$ cat src/rtl/video_timing_gen_if.sv
// Pixel/timing bundle between video_timing_gen (master) and the game core (slave).
// The FLIP request exists only when VTG_FLIP_EN is defined.
interface video_timing_gen_if #(
  parameter int POS_W = 9,
  parameter int CW    = 12
);
  logic             PCE;
  logic [CW-1:0]    iRGB;
  logic [POS_W-1:0] HPOS;
  logic [POS_W-1:0] VPOS;
  logic [CW-1:0]    oRGB;
  logic             HBLK;
  logic             VBLK;
  logic             HSYN;
  logic             VSYN;
  logic             DE;
  logic             LINE_STB;
  logic             FRAME_STB;
`ifdef VTG_FLIP_EN
  logic             FLIP;

  modport master (
    input  PCE, iRGB, FLIP,
    output HPOS, VPOS, oRGB, HBLK, VBLK, HSYN, VSYN, DE, LINE_STB, FRAME_STB
  );
  modport slave (
    output PCE, iRGB, FLIP,
    input  HPOS, VPOS, oRGB, HBLK, VBLK, HSYN, VSYN, DE, LINE_STB, FRAME_STB
  );
`else
  modport master (
    input  PCE, iRGB,
    output HPOS, VPOS, oRGB, HBLK, VBLK, HSYN, VSYN, DE, LINE_STB, FRAME_STB
  );
  modport slave (
    output PCE, iRGB,
    input  HPOS, VPOS, oRGB, HBLK, VBLK, HSYN, VSYN, DE, LINE_STB, FRAME_STB
  );
`endif
endinterface

$ cat src/rtl/video_timing_gen.sv
// Parametrised raster timing generator with registered blank/sync/DE, masked RGB and line/frame strobes.
// Optional frame-synchronous position flip enabled by defining VTG_FLIP_EN.
module video_timing_gen #(
  parameter int H_ACTIVE = 288,
  parameter int H_FP     = 21,
  parameter int H_SYNC   = 32,
  parameter int H_BP     = 43,
  parameter int V_ACTIVE = 224,
  parameter int V_FP     = 11,
  parameter int V_SYNC   = 7,
  parameter int V_BP     = 22,
  parameter int POS_W    = 9,
  parameter int CW       = 12,
  parameter int SYNC_NEG = 1
) (
  input  logic                MCLK,
  input  logic                RESET_N,
  video_timing_gen_if.master  vif
);
  localparam int H_TOTAL = H_ACTIVE + H_FP + H_SYNC + H_BP;
  localparam int V_TOTAL = V_ACTIVE + V_FP + V_SYNC + V_BP;

  generate
    if (H_TOTAL > 2**POS_W || V_TOTAL > 2**POS_W) begin : g_size_err
      $error("video_timing_gen: H_TOTAL/V_TOTAL do not fit in POS_W bits");
    end
  endgenerate

  localparam logic [POS_W-1:0] H_LAST = POS_W'(H_TOTAL - 1);
  localparam logic [POS_W-1:0] V_LAST = POS_W'(V_TOTAL - 1);
  // Decode thresholds carry one extra bit so a sync window ending exactly at 2**POS_W stays representable.
  localparam logic [POS_W:0] H_ACT = (POS_W+1)'(H_ACTIVE);
  localparam logic [POS_W:0] H_SS  = (POS_W+1)'(H_ACTIVE + H_FP);
  localparam logic [POS_W:0] H_SE  = (POS_W+1)'(H_ACTIVE + H_FP + H_SYNC);
  localparam logic [POS_W:0] V_ACT = (POS_W+1)'(V_ACTIVE);
  localparam logic [POS_W:0] V_SS  = (POS_W+1)'(V_ACTIVE + V_FP);
  localparam logic [POS_W:0] V_SE  = (POS_W+1)'(V_ACTIVE + V_FP + V_SYNC);
  localparam logic SYNC_IDLE = (SYNC_NEG != 0);

  logic [POS_W-1:0] r_hcnt, r_vcnt;
  logic [POS_W-1:0] w_hcnt_next, w_vcnt_next;
  logic [POS_W:0]   w_hx, w_vx;
  logic             w_h_wrap, w_v_wrap;
  logic             w_hblk_next, w_vblk_next, w_hsync_act, w_vsync_act;
  logic             r_hblk, r_vblk, r_hsyn, r_vsyn, r_de;
  logic             r_line_stb, r_frame_stb;
  logic [CW-1:0]    r_orgb;

  assign w_h_wrap    = (r_hcnt == H_LAST);
  assign w_v_wrap    = (r_vcnt == V_LAST);
  assign w_hcnt_next = w_h_wrap ? '0 : r_hcnt + POS_W'(1);
  assign w_vcnt_next = !w_h_wrap ? r_vcnt : (w_v_wrap ? '0 : r_vcnt + POS_W'(1));

  assign w_hx        = {1'b0, w_hcnt_next};
  assign w_vx        = {1'b0, w_vcnt_next};
  assign w_hblk_next = (w_hx >= H_ACT);
  assign w_vblk_next = (w_vx >= V_ACT);
  assign w_hsync_act = (w_hx >= H_SS) && (w_hx < H_SE);
  assign w_vsync_act = (w_vx >= V_SS) && (w_vx < V_SE);

  always_ff @(posedge MCLK or negedge RESET_N) begin
    if (!RESET_N) begin
      r_hcnt      <= H_LAST;
      r_vcnt      <= V_LAST;
      r_hblk      <= 1'b1;
      r_vblk      <= 1'b1;
      r_de        <= 1'b0;
      r_hsyn      <= SYNC_IDLE;
      r_vsyn      <= SYNC_IDLE;
      r_orgb      <= '0;
      r_line_stb  <= 1'b0;
      r_frame_stb <= 1'b0;
    end else if (vif.PCE) begin
      // Mask uses the blanks of the pixel currently presented, giving one pixel of latency.
      r_orgb      <= (r_hblk | r_vblk) ? '0 : vif.iRGB;
      r_hcnt      <= w_hcnt_next;
      r_vcnt      <= w_vcnt_next;
      r_hblk      <= w_hblk_next;
      r_vblk      <= w_vblk_next;
      r_de        <= ~(w_hblk_next | w_vblk_next);
      r_hsyn      <= w_hsync_act ^ SYNC_IDLE;
      r_vsyn      <= w_vsync_act ^ SYNC_IDLE;
      r_line_stb  <= w_h_wrap;
      r_frame_stb <= w_h_wrap & w_v_wrap;
    end else begin
      r_line_stb  <= 1'b0;
      r_frame_stb <= 1'b0;
    end
  end

`ifdef VTG_FLIP_EN
  logic r_flip;

  // Sampled only as the counters land on (0,0) so a frame is never half-flipped.
  always_ff @(posedge MCLK or negedge RESET_N) begin
    if (!RESET_N) begin
      r_flip <= 1'b0;
    end else if (vif.PCE && w_h_wrap && w_v_wrap) begin
      r_flip <= vif.FLIP;
    end
  end

  assign vif.HPOS = (r_flip && r_de) ? POS_W'(H_ACTIVE - 1) - r_hcnt : r_hcnt;
  assign vif.VPOS = (r_flip && r_de) ? POS_W'(V_ACTIVE - 1) - r_vcnt : r_vcnt;
`else
  assign vif.HPOS = r_hcnt;
  assign vif.VPOS = r_vcnt;
`endif

  assign vif.oRGB      = r_orgb;
  assign vif.HBLK      = r_hblk;
  assign vif.VBLK      = r_vblk;
  assign vif.HSYN      = r_hsyn;
  assign vif.VSYN      = r_vsyn;
  assign vif.DE        = r_de;
  assign vif.LINE_STB  = r_line_stb;
  assign vif.FRAME_STB = r_frame_stb;
endmodule

$ cat src/flat_wrapper.sv
// flat-port wrapper written by rule: the top's interface ports become plain ports
module video_timing_gen_flat 
#(
  parameter int H_ACTIVE = 288,
  parameter int H_FP     = 21,
  parameter int H_SYNC   = 32,
  parameter int H_BP     = 43,
  parameter int V_ACTIVE = 224,
  parameter int V_FP     = 11,
  parameter int V_SYNC   = 7,
  parameter int V_BP     = 22,
  parameter int POS_W    = 9,
  parameter int CW       = 12,
  parameter int SYNC_NEG = 1
)
  (MCLK, RESET_N, vif_PCE, vif_iRGB, vif_HPOS, vif_VPOS, vif_oRGB, vif_HBLK, vif_VBLK, vif_HSYN, vif_VSYN, vif_DE, vif_LINE_STB, vif_FRAME_STB);
  video_timing_gen_if #(.POS_W(POS_W), .CW(CW)) vif_i ();
  input  logic MCLK;
  input  logic RESET_N;
  input wire logic [$bits(vif_i.PCE)-1:0] vif_PCE;
  input wire logic [$bits(vif_i.iRGB)-1:0] vif_iRGB;
  output wire logic [$bits(vif_i.HPOS)-1:0] vif_HPOS;
  output wire logic [$bits(vif_i.VPOS)-1:0] vif_VPOS;
  output wire logic [$bits(vif_i.oRGB)-1:0] vif_oRGB;
  output wire logic [$bits(vif_i.HBLK)-1:0] vif_HBLK;
  output wire logic [$bits(vif_i.VBLK)-1:0] vif_VBLK;
  output wire logic [$bits(vif_i.HSYN)-1:0] vif_HSYN;
  output wire logic [$bits(vif_i.VSYN)-1:0] vif_VSYN;
  output wire logic [$bits(vif_i.DE)-1:0] vif_DE;
  output wire logic [$bits(vif_i.LINE_STB)-1:0] vif_LINE_STB;
  output wire logic [$bits(vif_i.FRAME_STB)-1:0] vif_FRAME_STB;
  assign vif_i.PCE = vif_PCE;
  assign vif_i.iRGB = vif_iRGB;
  assign vif_HPOS = vif_i.HPOS;
  assign vif_VPOS = vif_i.VPOS;
  assign vif_oRGB = vif_i.oRGB;
  assign vif_HBLK = vif_i.HBLK;
  assign vif_VBLK = vif_i.VBLK;
  assign vif_HSYN = vif_i.HSYN;
  assign vif_VSYN = vif_i.VSYN;
  assign vif_DE = vif_i.DE;
  assign vif_LINE_STB = vif_i.LINE_STB;
  assign vif_FRAME_STB = vif_i.FRAME_STB;
  video_timing_gen #(.H_ACTIVE(H_ACTIVE), .H_FP(H_FP), .H_SYNC(H_SYNC), .H_BP(H_BP), .V_ACTIVE(V_ACTIVE), .V_FP(V_FP), .V_SYNC(V_SYNC), .V_BP(V_BP), .POS_W(POS_W), .CW(CW), .SYNC_NEG(SYNC_NEG)) u_core (.MCLK(MCLK), .RESET_N(RESET_N), .vif(vif_i));
endmodule
$ cat config.mk
export PLATFORM = sky130hd
export DESIGN_NAME = video_timing_gen_flat
export DESIGN_NICKNAME = d
export VERILOG_FILES = /design/src/rtl/video_timing_gen_if.sv /design/src/rtl/video_timing_gen.sv /design/src/flat_wrapper.sv
export SDC_FILE = /design/constraint.sdc
export NUM_CORES = 1
export LEC_CHECK = 0
export ABC_AREA = 0
export CORE_MARGIN = 2
export CORE_UTILIZATION = 51
export CTS_BUF_LIST = sky130_fd_sc_hd__clkbuf_4 sky130_fd_sc_hd__clkbuf_8
export DETAILED_ROUTE_END_ITERATION = 8
export GPL_TIMING_DRIVEN = 0
export PLACE_DENSITY = 0.82
export SLEW_MARGIN = 20
export SYNTH_ARGS = -nofsm -noshare
export SYNTH_HDL_FRONTEND = slang
export SYNTH_SLANG_ARGS = --single-unit
$ cat constraint.sdc
create_clock -name MCLK -period 2.85 [get_ports MCLK]
set_input_delay 0.285 -clock MCLK [delete_from_list [all_inputs] [get_ports MCLK]]
set_output_delay 0.285 -clock MCLK [all_outputs]
set_load 0.005 [all_outputs]
# [After elaboration in Yosys (flattened, before gate mapping)]
# Cells that the tools add are included.
[word_totals] elab_cells=34 inputBits=15 regBits=37
[classes] reduce_logical=2 n_mux=6 n_lt_le_gt_ge=6 bitwise_logic=6 eq_ne=2 n_addsub=2
[ops] cell="2-to-1 mux 9 bit" n=3
[ops] cell="adder 9 x 1 -> 9 bit (second input constant)" n=2
[ops] cell="== test 9 bit (second input constant)" n=2
[ops] cell=">= comparator 9 x 8 -> 1 bit (second input constant)" n=2
[ops] cell=">= comparator 9 bit (second input constant)" n=2
[ops] cell="2-to-1 mux 12 bit" n=1
[ops] cell="less-than comparator 9 x 8 -> 1 bit (second input constant)" n=1
[ops] cell="less-than comparator 9 bit (second input constant)" n=1
[ops] cell="inverter 1 bit" n=3
[ops] cell="logical AND 1 bit" n=2
[ops] cell="2-to-1 mux 1 bit" n=2
[ops] cell="OR 1 bit" n=2
[ops] cell="AND 1 bit" n=1

# [Depth between registers and ports, before layout]
[logic_depth] word_depth=6 mapped_depth=8 ltp_nobuf=7

# [Worst setup path before layout]
# Ideal clock, no wire load.
[synth_timing] path_type="register to register" startpoint="register u_core.r_vcnt[0], in the netlist u_core.vif.VPOS[0]" endpoint="register u_core.r_vsyn, in the netlist u_core.vif.VSYN" slack_ps=745 path_stages_with_launch=9 t_arrival_ps=2027 path_cell_list="dfstp_2 -> ha_1 -> buf_6 -> nor2b_1 -> nand3_1 -> nand4b_1 -> a311oi_1 -> a2111o_1 -> a41oi_2"
[synth_via] elab_chain_len=6
[synth_lines] element="start: declaration" line_no="video_timing_gen.sv:40" text="logic [POS_W-1:0] r_hcnt, r_vcnt;"
[synth_lines] element="start signal: assignment" line_no="video_timing_gen.sv:77" text="r_vcnt <= w_vcnt_next;"
[synth_lines] element="adder 9 x 1 -> 9 bit / == test 9 bit (equally long branches)" line_no="video_timing_gen.sv:52, video_timing_gen.sv:50"
[synth_lines] element="2-to-1 mux 9 bit" line_no="video_timing_gen.sv:52" text="assign w_vcnt_next = !w_h_wrap ? r_vcnt : (w_v_wrap ? '0 : r_vcnt + POS_W'(1));"
[synth_lines] element="2-to-1 mux 9 bit (*)" line_no="video_timing_gen.sv:52"
[synth_lines] element=">= comparator 9 x 8 -> 1 bit / less-than comparator 9 x 8 -> 1 bit (equally long branches)" line_no="video_timing_gen.sv:59" text="assign w_vsync_act = (w_vx >= V_SS) && (w_vx < V_SE);"
[synth_lines] element="logical AND 1 bit (*)" line_no="video_timing_gen.sv:59"
[synth_lines] element="inverter 1 bit (no line) (*)"
[synth_lines] element="end signal: assignment" line_no="video_timing_gen.sv:82" text="r_vsyn <= w_vsync_act ^ SYNC_IDLE;"
[synth_lines] element="end: declaration" line_no="video_timing_gen.sv:45" text="logic r_hblk, r_vblk, r_hsyn, r_vsyn, r_de;"
# Mark *: on every way between the ends. The rest lies on a longest branch, timed or not.
# A chain may end at the register's enable or synchronous reset.

# [Final worst setup path]
[layout_timing] startpoint="register u_core.r_hcnt[0], in the netlist u_core.vif.HPOS[0]" endpoint="register u_core.r_vcnt[5], in the netlist u_core.vif.VPOS[5]"
[layout_via] elab_chain_len=2
[layout_lines] element="start: declaration" line_no="video_timing_gen.sv:40"
[layout_lines] element="start signal: assignment" line_no="video_timing_gen.sv:76" text="r_hcnt <= w_hcnt_next;"
[layout_lines] element="== test 9 bit" line_no="video_timing_gen.sv:49" text="assign w_h_wrap = (r_hcnt == H_LAST);"
[layout_lines] element="2-to-1 mux 9 bit" line_no="video_timing_gen.sv:52"
# No other way between the ends.

==> impl_metrics.json <==
{
  "status": "complete, no violations",
  "nNetsFinal": 284,
  "yosys_warnings": 0,
  "min_period_ns": 2.49,
  "postCtsSetupBuffers": 0,
  "core_mm2": 0.00400,
  "setup_viol": 0,
  "fp-row-count": 23,
  "ir_drop_mv": 0.394,
  "initial_core_util_pct": 52.8,
  "synth_fp_nets": 225,
  "drt_iter0_drc": 155,
  "synth_ff_type": "dfrtp_1",
  "finalHoldWorstSlack_ns": 0.347,
  "slew_violations": 0,
  "place_area_mm2": 0.00269,
  "finalCritPeriodShare_pct": 87.4,
  "power_density_mw_per_mm2": 570,
  "power_mw": 1.61,
  "seqCellArea_um2": 946,
  "finalHoldViolCount": 0,
  "nFillCells": 319,
  "max_freq_mhz": 401,
  "drcViolationCount": 0,
  "overflow": 0,
  "drtPass1Iterations": 4,
  "drive_gt1_share_pct": 17.5,
  "path_class": "flip-flop to flip-flop",
  "min_path_type": "input pin to flip-flop",
  "design_area_mm2": 0.00282,
  "final_cell_mix": "49 x clkdlybuf4s50_1, 24 x nand2_1, 21 x dfrtp_1",
  "clk_pin_slew_ns": 0.08,
  "cts_tree": "done",
  "cts_buffer_depth": 2,
  "syn2layout_area_growth_pct": 33.5,
  "cts_root_buf": "clkbuf_8",
  "mostFrequentLayoutCell": "clkdlybuf4s50_1",
  "synthCells": 208,
  "wl_per_cell_um": 15.5,
  "async_flop_share_pct": 100,
  "synth_area_mm2": 0.00211,
  "postSynthAreaPerCell_um2": 10.2,
  "yosysSeqAreaShare_pct": 44.8,
  "grt_first_pass_wirelength_um": 8140,
  "wirelength_um": 4940,
  "clock_latency_ns": 0.29,
  "via_per_inst": 5.84,
  "grt_pass1_vias": 1718,
  "ys_types": 60,
  "tightest_slew_ns": 0.543,
  "track_usage_pct": 23.5,
  "relSlewSlack_pct": 63.7,
  "cts.htree.levels": 2,
  "dieWidth_um": 68.4,
  "multi_input_area_mm2": 0.00104,
  "grt_max_degree": 29,
  "setup.worst_path.start_class": "flip-flop",
  "rsz0062_at_grt": "no",
  "cts.sinks": 37,
  "io_buffers": 50,
  "cp-end-kind": "flip-flop",
  "fin_setup_tns_ns": 0,
  "die_h_um": 68.4,
  "cts_buffers": 5,
  "finClkSkew_ns": 0.00855,
  "num_antenna_cells": 0,
  "dp_hpwl_um": 3610,
  "antenna_found_initial": 0,
  "arrival_ns": 2.67,
  "ys_ff_latch": 37,
  "io_pins": 52,
  "power.leakage_nw": 1.11,
  "antenna_left": 0,
  "crit_fanout": 8,
  "dieArea_mm2": 0.00467,
  "synth_edf_count": 0,
  "crit_required_ns": 3.02,
  "place.gp.congestion": 0.876,
  "vias": 1856,
  "cap_violations": 0
}
==> where the power goes <==
| group | total (mW) | switching, mW | internal [mW] |
|---|---|---|---|
| clock network | 0.485 | 0.190 | 0.295 |
| registers | 0.667 | 0.0542 | 0.613 |
| logic | 0.455 | 0.210 | 0.245 |
==> metrics by stage <==
step | util, % | std cells | setup slack (ns)
after floorplan | - | 208 | 0.745
after CTS | 70.5 | 318 | 0.364
after detailed placement | 67.3 | 309 | 0.391
after global placement | 66.9 | 308 | 0.424
final | 70.5 | 318 | 0.358
after global routing | 70.5 | 318 | 0.169
==> worst max-delay path, stage by stage, from the launching register on <==
cell	delay (ns)
dfstp_2	0.60
ha_1	0.20
nand4b_1	0.12
nor2_1	0.44
nand2_1	0.32
clkinv_1	0.25
nand2_1	0.14
o41ai_1	0.28
==> flip-flops by register name (all words and copies together), names as in the netlist <==
register	cells
u_core.vif.FRAME_STB	1
u_core.vif.VSYN	1
u_core.vif.HBLK	1
u_core.vif.HPOS	9
u_core.vif.HSYN	1
u_core.vif.DE	1
u_core.vif.oRGB	12
u_core.vif.LINE_STB	1
u_core.vif.VBLK	1
u_core.vif.VPOS	9
==> Yosys cell counts (3+ instances only) <==
library cell  count  area share [%]
nand2_1          24             4.3
dfrtp_1          21              25
dfstp_2          16              20
a22o_1           13             5.4
nor2_1           11             2.0
o21ai_0           8             1.9
nand3_1           7             1.7
xnor2_1           7             2.9
a31oi_1           6             1.8
clkbuf_1          6             1.1
buf_6             5             2.7
and2_1            4             1.2
mux2i_1           4             1.9
nand2b_1          4             1.2
nor3_1            4            0.95
nor3b_1           4             1.4
o31ai_1           4             1.4
a21oi_1           3            0.71
and3_1            3            0.89
buf_4             3             1.1
nand4_1           3            0.89
o21ai_1           3            0.71
==> metal layers <==
layer  up-vias  routed length [µm]  global-route usage [%]
met5         -                   0                       0
met4         0                  72                    8.50
met3         6                 330                    7.07
met2        61                2300                    34.6
met1       904                2240                    32.8
li1        885                   -                       -
==> final cells by class <==
cell class              count  area share (%)
clock buffers               7            3.19
flip-flops and latches     37            33.5
clock inverters             1            1.06
well taps                  50            2.22
plain buffers              15            4.08
multi-input cells         152            36.7
repair buffers             52            18.6
inverters                   4           0.532
==> cells by family after synthesis <==
kind of cell	after synthesis	share of synthesized area, %
AND/OR/NAND/NOR	80	21.2
AO/OA/AOI/OAI	56	20.5
flip-flops	37	44.8
buffers and inverters	19	6.16
XOR/XNOR	9	3.73
multiplexers	5	2.43
adder cells (fa/ha/maj)	2	1.18
==> worst paths after layout <==
kind	endpoint	cells after the start	from	slack, ns
max	u_core.vif.VPOS[5]$_DFFE_PN0P_	7	u_core.vif.HPOS[0]$_DFFE_PN1P_	0.36
min	u_core.vif.HPOS[0]$_DFFE_PN1P_	3	vif_PCE	0.35
max reg2reg	u_core.vif.VPOS[5]$_DFFE_PN0P_	7	u_core.vif.HPOS[0]$_DFFE_PN1P_	0.36
min reg2reg	u_core.vif.VPOS[1]$_DFFE_PN1P_	2	u_core.vif.VPOS[1]$_DFFE_PN1P_	0.51
max in group asynchronous	u_core.vif.VPOS[8]$_DFFE_PN1P_	3	RESET_N	1.96
min in group asynchronous	u_core.vif.VPOS[6]$_DFFE_PN0P_	2	RESET_N	0.38
==> what timing repair did <==
item	CTS	global route
hold buffers	1	0
resized for setup	0	0
hold endpoints to repair	7	0
Note: power is estimated with default switching activity, not from simulation.
